[config.mk]
export PLATFORM = sky130hd
export DESIGN_NAME = id_ex_hazard_reg
export DESIGN_NICKNAME = d
export VERILOG_FILES = /design/src/rtl/id_ex_hazard_reg_pkg.sv /design/src/rtl/id_ex_hazard_reg_fwd_select.sv /design/src/rtl/id_ex_hazard_reg.sv
export SDC_FILE = /design/constraint.sdc
export NUM_CORES = 1
export LEC_CHECK = 0
export ABC_AREA = 1
export ABC_CLOCK_PERIOD_IN_PS = 4200
export CORE_MARGIN = 2
export CORE_UTILIZATION = 60
export DETAILED_ROUTE_END_ITERATION = 8
export DONT_BUFFER_PORTS = 1
export PLACE_DENSITY = 0.75
export SKIP_CTS_REPAIR_TIMING = 1
export SLEW_MARGIN = 15
export SYNTH_ARGS = -nofsm -noshare
export SYNTH_HDL_FRONTEND = slang
export SYNTH_SLANG_ARGS = --single-unit
[constraint.sdc]
create_clock -name clk -period 4.2 [get_ports clk]
set_input_delay 0.63 -clock clk [delete_from_list [all_inputs] [get_ports clk]]
set_output_delay 0.63 -clock clk [all_outputs]
set_load 0.02 [all_outputs]
[src/rtl/id_ex_hazard_reg_pkg.sv]
// Shared constants and types for the ID/EX pipeline register with hazard and forwarding logic.
package id_ex_hazard_reg_pkg;

    localparam int DATA_W_DEFAULT = 16;
    localparam int REG_AW_DEFAULT = 3;

    // EX operand select encodings
    localparam logic [1:0] FWD_REG = 2'b00;
    localparam logic [1:0] FWD_WB  = 2'b01;
    localparam logic [1:0] FWD_MEM = 2'b10;

    typedef struct packed {
        logic regDst;
        logic aluSrc;
        logic regWrite;
        logic memRead;
        logic memWrite;
        logic memToReg;
    } ctrl_t;

endpackage

[src/rtl/id_ex_hazard_reg_fwd_select.sv]
// Forwarding select for one source operand, evaluated in ID for the instruction's next EX cycle.
module fwd_select
    import id_ex_hazard_reg_pkg::*;
#(
    parameter int REG_AW = REG_AW_DEFAULT
) (
    input  logic [REG_AW-1:0] src,
    input  logic [REG_AW-1:0] exDest,
    input  logic              exRegWrite,
    input  logic              exMemRead,
    input  logic [REG_AW-1:0] memDestReg,
    input  logic              memRegWrite,
    output logic [1:0]        fwdSel
);

    // The EX producer is checked first so it wins over an older MEM producer;
    // a load in EX is excluded because its data is not ready from MEM's ALU output.
    always_comb begin
        fwdSel = FWD_REG;
        if (src != '0) begin
            if (exRegWrite && (exDest == src) && !exMemRead) begin
                fwdSel = FWD_MEM;
            end else if (memRegWrite && (memDestReg == src)) begin
                fwdSel = FWD_WB;
            end
        end
    end

endmodule

[src/rtl/id_ex_hazard_reg.sv]
// ID/EX pipeline register: load-use stall detection, bubble insertion and registered forwarding selects.
module id_ex_hazard_reg
    import id_ex_hazard_reg_pkg::*;
#(
    parameter int DATA_W = DATA_W_DEFAULT,
    parameter int REG_AW = REG_AW_DEFAULT
) (
    input  logic              clk,
    input  logic              rst,
    input  logic              hold,
    input  logic              flush,
    input  logic [REG_AW-1:0] id_rs,
    input  logic [REG_AW-1:0] id_rt,
    input  logic [REG_AW-1:0] id_rd,
    input  logic              id_uses_rt,
    input  logic [DATA_W-1:0] id_read_data1,
    input  logic [DATA_W-1:0] id_read_data2,
    input  logic [DATA_W-1:0] id_imm,
    input  logic              id_reg_dst,
    input  logic              id_alu_src,
    input  logic              id_reg_write,
    input  logic              id_mem_read,
    input  logic              id_mem_write,
    input  logic              id_mem_to_reg,
    input  logic [REG_AW-1:0] mem_dest_reg,
    input  logic              mem_reg_write,
    output logic              stall_id,
    output logic [REG_AW-1:0] ex_rt,
    output logic [REG_AW-1:0] ex_rd,
    output logic [DATA_W-1:0] ex_read_data1,
    output logic [DATA_W-1:0] ex_read_data2,
    output logic [DATA_W-1:0] ex_imm,
    output logic              ex_reg_dst,
    output logic              ex_alu_src,
    output logic              ex_reg_write,
    output logic              ex_mem_read,
    output logic              ex_mem_write,
    output logic              ex_mem_to_reg,
    output logic [1:0]        forward_a,
    output logic [1:0]        forward_b
);

    ctrl_t             exCtrl;
    ctrl_t             idCtrl;
    logic [REG_AW-1:0] exDest;
    logic              loadUse;
    logic              bubble;
    logic [1:0]        nextFwdA;
    logic [1:0]        nextFwdB;

    assign idCtrl = '{regDst:   id_reg_dst,
                      aluSrc:   id_alu_src,
                      regWrite: id_reg_write,
                      memRead:  id_mem_read,
                      memWrite: id_mem_write,
                      memToReg: id_mem_to_reg};

    // Same destination choice the EX-stage mux makes
    assign exDest = exCtrl.regDst ? ex_rd : ex_rt;

    assign loadUse = exCtrl.memRead && exCtrl.regWrite && (exDest != '0) &&
                     ((exDest == id_rs) || (id_uses_rt && (exDest == id_rt)));

    // A flushed instruction never executes, so it cannot cause a stall
    assign stall_id = loadUse && !flush && !rst;
    assign bubble   = flush || loadUse;

    fwd_select #(.REG_AW(REG_AW)) u_fwd_a (
        .src         (id_rs),
        .exDest      (exDest),
        .exRegWrite  (exCtrl.regWrite),
        .exMemRead   (exCtrl.memRead),
        .memDestReg  (mem_dest_reg),
        .memRegWrite (mem_reg_write),
        .fwdSel      (nextFwdA)
    );

    // rt is forwarded unconditionally; ALUSrc masks it downstream when unused
    fwd_select #(.REG_AW(REG_AW)) u_fwd_b (
        .src         (id_rt),
        .exDest      (exDest),
        .exRegWrite  (exCtrl.regWrite),
        .exMemRead   (exCtrl.memRead),
        .memDestReg  (mem_dest_reg),
        .memRegWrite (mem_reg_write),
        .fwdSel      (nextFwdB)
    );

    always_ff @(posedge clk) begin
        if (rst) begin
            ex_rt         <= '0;
            ex_rd         <= '0;
            ex_read_data1 <= '0;
            ex_read_data2 <= '0;
            ex_imm        <= '0;
            exCtrl        <= '0;
            forward_a     <= FWD_REG;
            forward_b     <= FWD_REG;
        end else if (!hold) begin
            ex_rt         <= id_rt;
            ex_rd         <= id_rd;
            ex_read_data1 <= id_read_data1;
            ex_read_data2 <= id_read_data2;
            ex_imm        <= id_imm;
            if (bubble) begin
                exCtrl    <= '0;
                forward_a <= FWD_REG;
                forward_b <= FWD_REG;
            end else begin
                exCtrl    <= idCtrl;
                forward_a <= nextFwdA;
                forward_b <= nextFwdB;
            end
        end
    end

    assign ex_reg_dst    = exCtrl.regDst;
    assign ex_alu_src    = exCtrl.aluSrc;
    assign ex_reg_write  = exCtrl.regWrite;
    assign ex_mem_read   = exCtrl.memRead;
    assign ex_mem_write  = exCtrl.memWrite;
    assign ex_mem_to_reg = exCtrl.memToReg;

endmodule

# Word-level counts from Yosys, hierarchy flattened
# Cells that the tools add are included.
# totals
register_bits,64
in_bits,72
# classes
mux,10
n_eq_ne,4
reduce_logical,20
# op_table
cell,count
$eq 3x3->1,4
$logic_and 1x1->1,12
$mux 2,6
$reduce_bool 3->1,3
$mux 6,1
$logic_not 1->1,3
$mux 3,1
$logic_or 1x1->1,2
$mux 1,2

# Depth between registers and ports, before layout
# Gate-level depths: netlist of the first run.
# depth
depth_word,7
mapped_depth,11

# By module
# A second synthesis of the first run with hierarchy kept.
# unflattened
cells_unflattened,422
area_unflattened_um2,2865.2
# by_module_without_submodules
mod,n_inst,cells_per_inst,seq_area_each_um2,area_per_inst_um2
id_ex_hazard_reg,1,354,1281.2,2577.5
fwd_select,2,34,0.0,143.9

# Worst setup path after synthesis of the first run
# No wires, ideal clock.
# synth_path
path_kind,register to output
from,"reg exCtrl, in the netlist ex_reg_dst"
to,out stall_id
path_stages_with_launch,10
n_path_buf,1
slack_ps,1864
t_arrival_ps,1706
path_cell_list,dfxtp_1 > inv_2 > nand2_1 > nand3_1 > nand2_1 > nand3_2 > nand2_1 > nand2_2 > buf_6 > nor3_1
# synth_via
elab_chain_cells,7
elab_cells_between_ends,10
cone_classes,2 x eq/ne; 1 x mux; 7 x reduce/logical
# synth_rtl
item,line_no,text
"start, declared",id_ex_hazard_reg.sv:43,ctrl_t exCtrl;
"start signal, assigned",id_ex_hazard_reg.sv:110,exCtrl <= idCtrl;
$mux 3 (*),id_ex_hazard_reg.sv:59,assign exDest = exCtrl.regDst ? ex_rd : ex_rt;
$eq 3x3->1,id_ex_hazard_reg.sv:62,((exDest == id_rs) || (id_uses_rt && (exDest == id_rt)));
$logic_and 1x1->1,id_ex_hazard_reg.sv:62,
$logic_or 1x1->1,id_ex_hazard_reg.sv:62,
$logic_and 1x1->1 (*),id_ex_hazard_reg.sv:61,assign loadUse = exCtrl.memRead && exCtrl.regWrite && (exDest != '0) &&
$logic_and 1x1->1 (*) (2 in a row),id_ex_hazard_reg.sv:65,assign stall_id = loadUse && !flush && !rst;
"end, declared",id_ex_hazard_reg.sv:27,"output logic stall_id,"
# Every way passes the cells marked *; elsewhere a longest branch is shown, timed or not.

# Worst setup path after layout of the first run
# Ends and elaborated chain as after synthesis.

==> key figures, run 1 <==
Clocking
  – Num Clock Sinks: 64
  – Worst-Skew Late Latency: approximately 0.32 ns
  – Clk pin slew, worst setup/hold paths: 0.06 ns
  – Clock tree root buffer cell: clkbuf_8
  – CTS Buffer Depth: 2
  – CTS tree: yes
  – # H-tree levels: 3
  – CTS Buf Count: 9

Synth
  – Mapped Cells: 360
  – Synth warnings: 0
  – Cell variety after synth: 23
  – Post-synth net total: 432
  – Syn_area_per_cell: 7.23 µm²
  – Sequential fraction of the synthesis area: 0.493
  – Yosys reg bits: 64
  – Most area-hungry cell type in the Yosys netlist: dfxtp_1
  – Synth Cell Area: between 0.002 and 0.003 mm²
  – Top post-synthesis cells by area: dfxtp_1 (49%), nand2_1 (19%), a21oi_1 (11%)
  – Share of the synthesized area in the top cell type: 0.493

Route
  – Final wirelength: between 6 and 7 mm
  – Top Layer Used: met4
  – Detailed-route via count: approximately 2300
  – DRT iter0 DRCs: 190
  – Final ANT Viol Nets: 0
  – Avg WL per Cell: 15.3 µm
  – DRT Pass-1 Iters: 4
  – Wire length on met3: between 600 and 700 µm
  – DRC viols: 0
  – Routed wl met2: slightly above 3 mm
  – WL met1: approximately 2.3 mm
  – Vias per cell: 5.60

Place
  – I/O Buffers: 0
  – Detail Placement HPWL: 4.17 mm
  – GP Congestion: about 0.90

Power
  – Pwr/cell area: between 400 and 500 mW/mm²
  – Total power: between 1 and 1.5 mW
  – Sw Ratio: 0.253
  – NetSw: between 300 and 400 µW
  – Clock power share: 0.383
  – Leakage power: between 1 and 1.5 nW
  – Int Power: ~950 µW
  – Combinational share of power: 0.064
  – Reg power frac: 0.552
  – VDD IR max: approximately 270 µV

Die
  – Die area: 0.00488 mm²
  – Core area: around 0.004 mm²
  – Die width: about 70 µm
  – Initial Utilization: 0.637
  – I/O pins: approximately 140
  – Rows: 23
  – Die height: 69.8 µm

Layout
  – Largest registers: ex_imm: 16 flops, ex_read_data1: 16 flops, ex_read_data2: 16 flops
  – Fill cells: 379
  – Post-layout util: 0.675
  – Area growth syn-to-layout: 6.06%
  – Inserted Diodes: 0
  – Nets: 422
  – Share of layout cells above drive strength 1: 0.0592

Critical path
  – Crit-path slowest cell: dfxtp_1
  – Required time of the critical path: 3.57 ns
  – Startpoint types: register
  – Critical path cell sequence: inv_2, nand2_1, nand3_1, nand2_1, nand3_2, nand2_1, nand2_2, nor3_1
  – CP endpoint kind: output pin
  – Worst path max stage delay: ~0.58 ns
  – Critical path class: reg2out
  – Worst reg2reg path startpoint: ex_reg_dst$_SDFFE_PP0N_
  – CP arrival: between 2 and 2.5 ns
  – Worst Setup SP: ex_reg_dst$_SDFFE_PP0N_
  – CP max FO: 11
  – Critical path's most frequent cell: nand2_1
  – Bufs and invs on worst path: 1
  – CP top delay family: simple AND/OR/NAND/NOR gates

GRT
  – Largest net degree at the start of global routing: between 70 and 80
  – Overflow after GRT: 0
  – First-pass GRT wire length: around 9.8 mm
  – Gr usage total: 0.254
  – Vias in the first global route: ~2100
  – Initial antenna violation count: 0

Timing
  – Unrepaired setup endpoints after global routing: no
  – Slew margin rel.: 0.441
  – Setup-failing EPs final: 0
  – Highest Clock Rate: 349 MHz
  – Period utilization: 0.682
  – Setup TNS: 0 ns
  – Final Hold Fails: 0
  – Worst Tran Pin Value: about 0.84 ns
  – Setup Skew: 0.00458 ns
  – Max Slew Vio Count: 0
  – Period minus WS final: between 2 and 3 ns

Worst hold path
  – Tightest Hold Check Type: in2reg
  – Min-delay src: rst

Job
  – Max-cap viol count: 0

Outcome
  – Status: complete, no violations
==> cell families after synthesis <==
| logic type | after synthesis | share of synthesized area |
|---|---|---|
| flops | 64 | 0.493 |
| simple gates | 185 | 0.297 |
| compound gates | 65 | 0.131 |
| buf+inv | 41 | 0.0620 |
| xor+xnor | 5 | 0.0168 |
==> synth_stat cells (all sizes together) <==
| master | count |
|---|---|
| inv | 19 |
| nor3b | 1 |
| or2 | 1 |
| nor3 | 4 |
| clkbuf | 19 |
| buf | 2 |
| nand2 | 134 |
| nand3b | 3 |
| clkinv | 1 |
| nand3 | 21 |
| xor2 | 1 |
| a21oi | 60 |
| nand4 | 3 |
| dfxtp | 64 |
| a211oi | 5 |
| nor2 | 18 |
| xnor2 | 4 |
==> power groups by stage <==
stage	Clock (mW)	Sequential, mW	Combinational (mW)
after detailed placement	0	0.715	0.0813
after global routing	0.531	0.704	0.0943
after global placement	0	0.714	0.0780
after floorplan	0	0.707	0.0864
after CTS	0.501	0.701	0.0822
final	0.486	0.701	0.0816
==> metrics by stage <==
| step | worst slack [ns] | std cells | hold WS (ns) | instance area [µm²] |
|---|---|---|---|---|
| 6_report | 1.33 | 405 | 0.372 | 2760 |
| 4_1_cts | 1.31 | 405 | 0.349 | 2760 |
| 3_5_place_dp | 1.68 | 389 | 0.545 | 2580 |
| 3_3_place_gp | 1.74 | 389 | 0.538 | 2580 |
| 5_1_grt | 1.12 | 405 | 0.344 | 2760 |
| 2_1_floorplan | 1.86 | 360 | 0.535 | 2600 |
==> metal layers <==
metal  vias to the layer above  GRT usage
li1                       1133          -
met1                      1016      0.293
met2                       106      0.405
met3                        15      0.116
met4                         0      0.109
met5                         -          0
==> layout make-up <==
class	count	area (µm²)	area share
multi-input cells	255	1160	0.420
clock inverters	3	42.5	0.0154
well taps	50	62.6	0.0227
inverters	20	75.1	0.0272
flip-flops and latches	64	1280	0.464
clock buffers	13	139	0.0503
==> path summary, 6_finish.rpt <==
| path | to | slack [ns] | cells after the start |
|---|---|---|---|
| setup reg to reg | ex_mem_read$_SDFFE_PP0N_ | 2.47 | 10 |
| setup / recovery | stall_id | 1.33 | 8 |
| hold reg to reg | ex_read_data2[2]$_SDFFE_PP0N_ | 0.55 | 2 |
| hold / removal | ex_read_data2[2]$_SDFFE_PP0N_ | 0.37 | 1 |
==> worst register-to-register path, cell delays in order (launching register included) <==
cell	delay [ns]
dfxtp_1	0.58
inv_2	0.14
nand2_4	0.09
nand2_2	0.07
a21oi_2	0.10
nand2_1	0.06
nand3_1	0.06
inv_1	0.05
nand2_2	0.19
nand3_1	0.12
a21oi_1	0.18
==> placed cells by master (no fill, tap or decap), types with 2 or more instances in the layout <==
| cell type | n |
|---|---|
| nand4_1 | 3 |
| clkbuf_8 | 9 |
| nand3b_1 | 3 |
| a21oi_1 | 59 |
| nand2_1 | 131 |
| dfxtp_1 | 64 |
| a211oi_1 | 5 |
| clkbuf_1 | 4 |
| nor3_1 | 4 |
| inv_1 | 17 |
| nand3_2 | 2 |
| nor2_1 | 18 |
| nand3_1 | 19 |
| xnor2_1 | 4 |
| nand2_2 | 2 |
| inv_2 | 2 |
Note: power is estimated with default switching activity, not from simulation.
==> run 2, diff against run 1 <==
--- a/config.mk
+++ b/config.mk
@@ -6,7 +6,7 @@
 export NUM_CORES = 1
 export LEC_CHECK = 0
 export ABC_AREA = 1
-export ABC_CLOCK_PERIOD_IN_PS = 4200
+export ABC_CLOCK_PERIOD_IN_PS = 2760
 export CORE_MARGIN = 2
 export CORE_UTILIZATION = 60
 export DETAILED_ROUTE_END_ITERATION = 8
==> constraint.sdc (replaced) <==
create_clock -name clk -period 2.76 [get_ports clk]
set_input_delay 0.414 -clock clk [delete_from_list [all_inputs] [get_ports clk]]
set_output_delay 0.414 -clock clk [all_outputs]
set_load 0.02 [all_outputs]
==> key figures, run 2 (synthesis gave the netlist of run 1 again) <==
GRT
  – Met3 Usage GRT: 0.118
  – Overflow after GRT: 0
  – Initial antenna violation count: 0
  – Met1 GRT Util: 0.285
  – Vias in the first global route: about 2100
  – First-pass GRT wire length: between 9 and 10 mm
  – Largest net degree at the start of global routing: 76
  – Grt met2 use: 0.399
  – GRT busiest layer: met2
  – Gr usage total: 0.251

Die
  – Initial Utilization: 0.637
  – Die height: 69.8 µm
  – Core area: between 0.004 and 0.005 mm²
  – Die area: ~0.005 mm²
  – Die width: roughly 70 µm
  – I/O pins: roughly 140
  – Rows: 23

Critical path
  – CP max FO: 11
  – Required time of the critical path: about 2.4 ns
  – CP endpoint kind: output pin
  – Critical path class: reg2out
  – CP arrival: 2.03 ns
  – Startpoint types: register

Timing
  – Unrepaired setup endpoints after global routing: no
  – Highest Clock Rate: between 400 and 500 MHz
  – Setup TNS: 0 ns
  – Max Slew Vio Count: 0
  – Period minus WS final: 2.45 ns
  – Final Hold Fails: 0
  – Setup Skew: 0.00564 ns
  – Worst Tran Pin Value: a little over 0.5 ns
  – Slew margin rel.: 0.664
  – Period utilization: 0.886
  – Setup-failing EPs final: 0

Worst hold path
  – Tightest Hold Check Type: in2reg

Layout
  – Commonest non-fill, non-tap cell in the layout: nand2_1
  – Share of layout cells above drive strength 1: 0.0700
  – Inserted Diodes: 0
  – Largest registers: ex_imm: 16 flops, ex_read_data1: 16 flops, ex_read_data2: 16 flops
  – Area growth syn-to-layout: 8.61%
  – Nets: ~420
  – Commonest non-fill, non-tap cells in the layout: nand2_1 (131), dfxtp_1 (64), a21oi_1 (59), nand3_1 (19), nor2_1 (18)
  – Cell area after layout: around 0.0028 mm²
  – Post-layout util: 0.691

Route
  – Vias per cell: 5.37
  – Final wirelength: about 6 mm
  – Detailed-route via count: approximately 2200
  – DRC viols: 0
  – Avg WL per Cell: around 15 µm
  – DRT iter0 DRCs: approximately 160
  – Final ANT Viol Nets: 0
  – DRT Pass-1 Iters: 4

Power
  – Sw Ratio: 0.230
  – NetSw: about 480 µW
  – Reg power frac: 0.510
  – VDD IR max: about 490 µV
  – Int Power: 1.61 mW
  – Pwr/cell area: about 740 mW/mm²
  – Clock power share: 0.430
  – Combinational share of power: 0.059
  – Leakage power: 1.15 nW

Clocking
  – Clock tree root buffer cell: clkbuf_8
  – # H-tree levels: 3
  – CTS Buf Count: 9
  – Clk pin slew, worst setup/hold paths: 0.06 ns
  – CTS Buffer Depth: 2
  – Worst-Skew Late Latency: between 0.3 and 0.4 ns
  – CTS tree: yes
  – Num Clock Sinks: 64

Outcome
  – Status: complete, no violations

Place
  – GP Congestion: roughly 0.96
  – Detail Placement HPWL: 3.99 mm
  – Post-DP Area: 0.00259 mm²
  – I/O Buffers: 0

Job
  – Max-cap viol count: 0
==> run 2: power groups by stage <==
| stage | sequential [mW] | combinational [mW] | clock (mW) |
|---|---|---|---|
| 2_1_floorplan | 1.08 | 0.131 | 0 |
| 3_3_place_gp | 1.09 | 0.119 | 0 |
| 3_5_place_dp | 1.09 | 0.123 | 0 |
| 4_1_cts | 1.07 | 0.124 | 0.924 |
| 5_1_grt | 1.07 | 0.144 | 0.966 |
| 6_report | 1.07 | 0.124 | 0.899 |
==> run 2: routing by layer <==
| metal | routed length [µm] | vias up | share of wire |
|---|---|---|---|
| met1 | 2340 | 943 | 0.39 |
| met3 | 619 | 9 | 0.10 |
| li1 | - | 1137 | - |
| met4 | 112 | 0 | 0.019 |
| met2 | 2960 | 96 | 0.49 |
| met5 | 0 | - | 0 |
==> run 2: final cells by class <==
class                      instances  area, µm²
sequential                        64       1280
fill                             351       1260
multi-input combinational        255       1160
clock buffer                      14        173
inverter                          20       75.1
tap                               50       62.6
clock inverter                     2       60.1
timing repair buffer               2       15.0
==> run 2: critical path, cell delays in order, from the launching register on <==
cell and delay [ns]:
dfxtp_1 0.58, inv_2 0.14, nand2_1 0.14, nand3_1 0.09, nand2_1 0.09, nand3_2 0.09, nand2_1 0.08, nand2_2 0.15
nor3_1 0.18, buf_4 0.17
==> run 2: final timing paths <==
check | startpoint | to | slack [ns] | depth (start not counted)
max reg2reg | ex_reg_dst$_SDFFE_PP0N_ | ex_mem_read$_SDFFE_PP0N_ | 1.09 | 9
min reg2reg | ex_read_data2[15]$_SDFFE_PP0N_ | ex_read_data2[15]$_SDFFE_PP0N_ | 0.55 | 2
max | ex_reg_dst$_SDFFE_PP0N_ | stall_id | 0.31 | 9
min | rst | ex_imm[13]$_SDFFE_PP0N_ | 0.15 | 1
==> run 2: through the flow <==
| step | power [mW] | hold slack, ns | instances | worst slack [ns] |
|---|---|---|---|---|
| 2_1_floorplan | 1.21 | 0.535 | 360 | 0.640 |
| 3_3_place_gp | 1.21 | 0.487 | 391 | 0.710 |
| 3_5_place_dp | 1.21 | 0.490 | 391 | 0.671 |
| 4_1_cts | 2.12 | 0.130 | 407 | 0.296 |
| 5_1_grt | 2.18 | 0.129 | 407 | 0.0706 |
| 6_report | 2.09 | 0.149 | 407 | 0.314 |
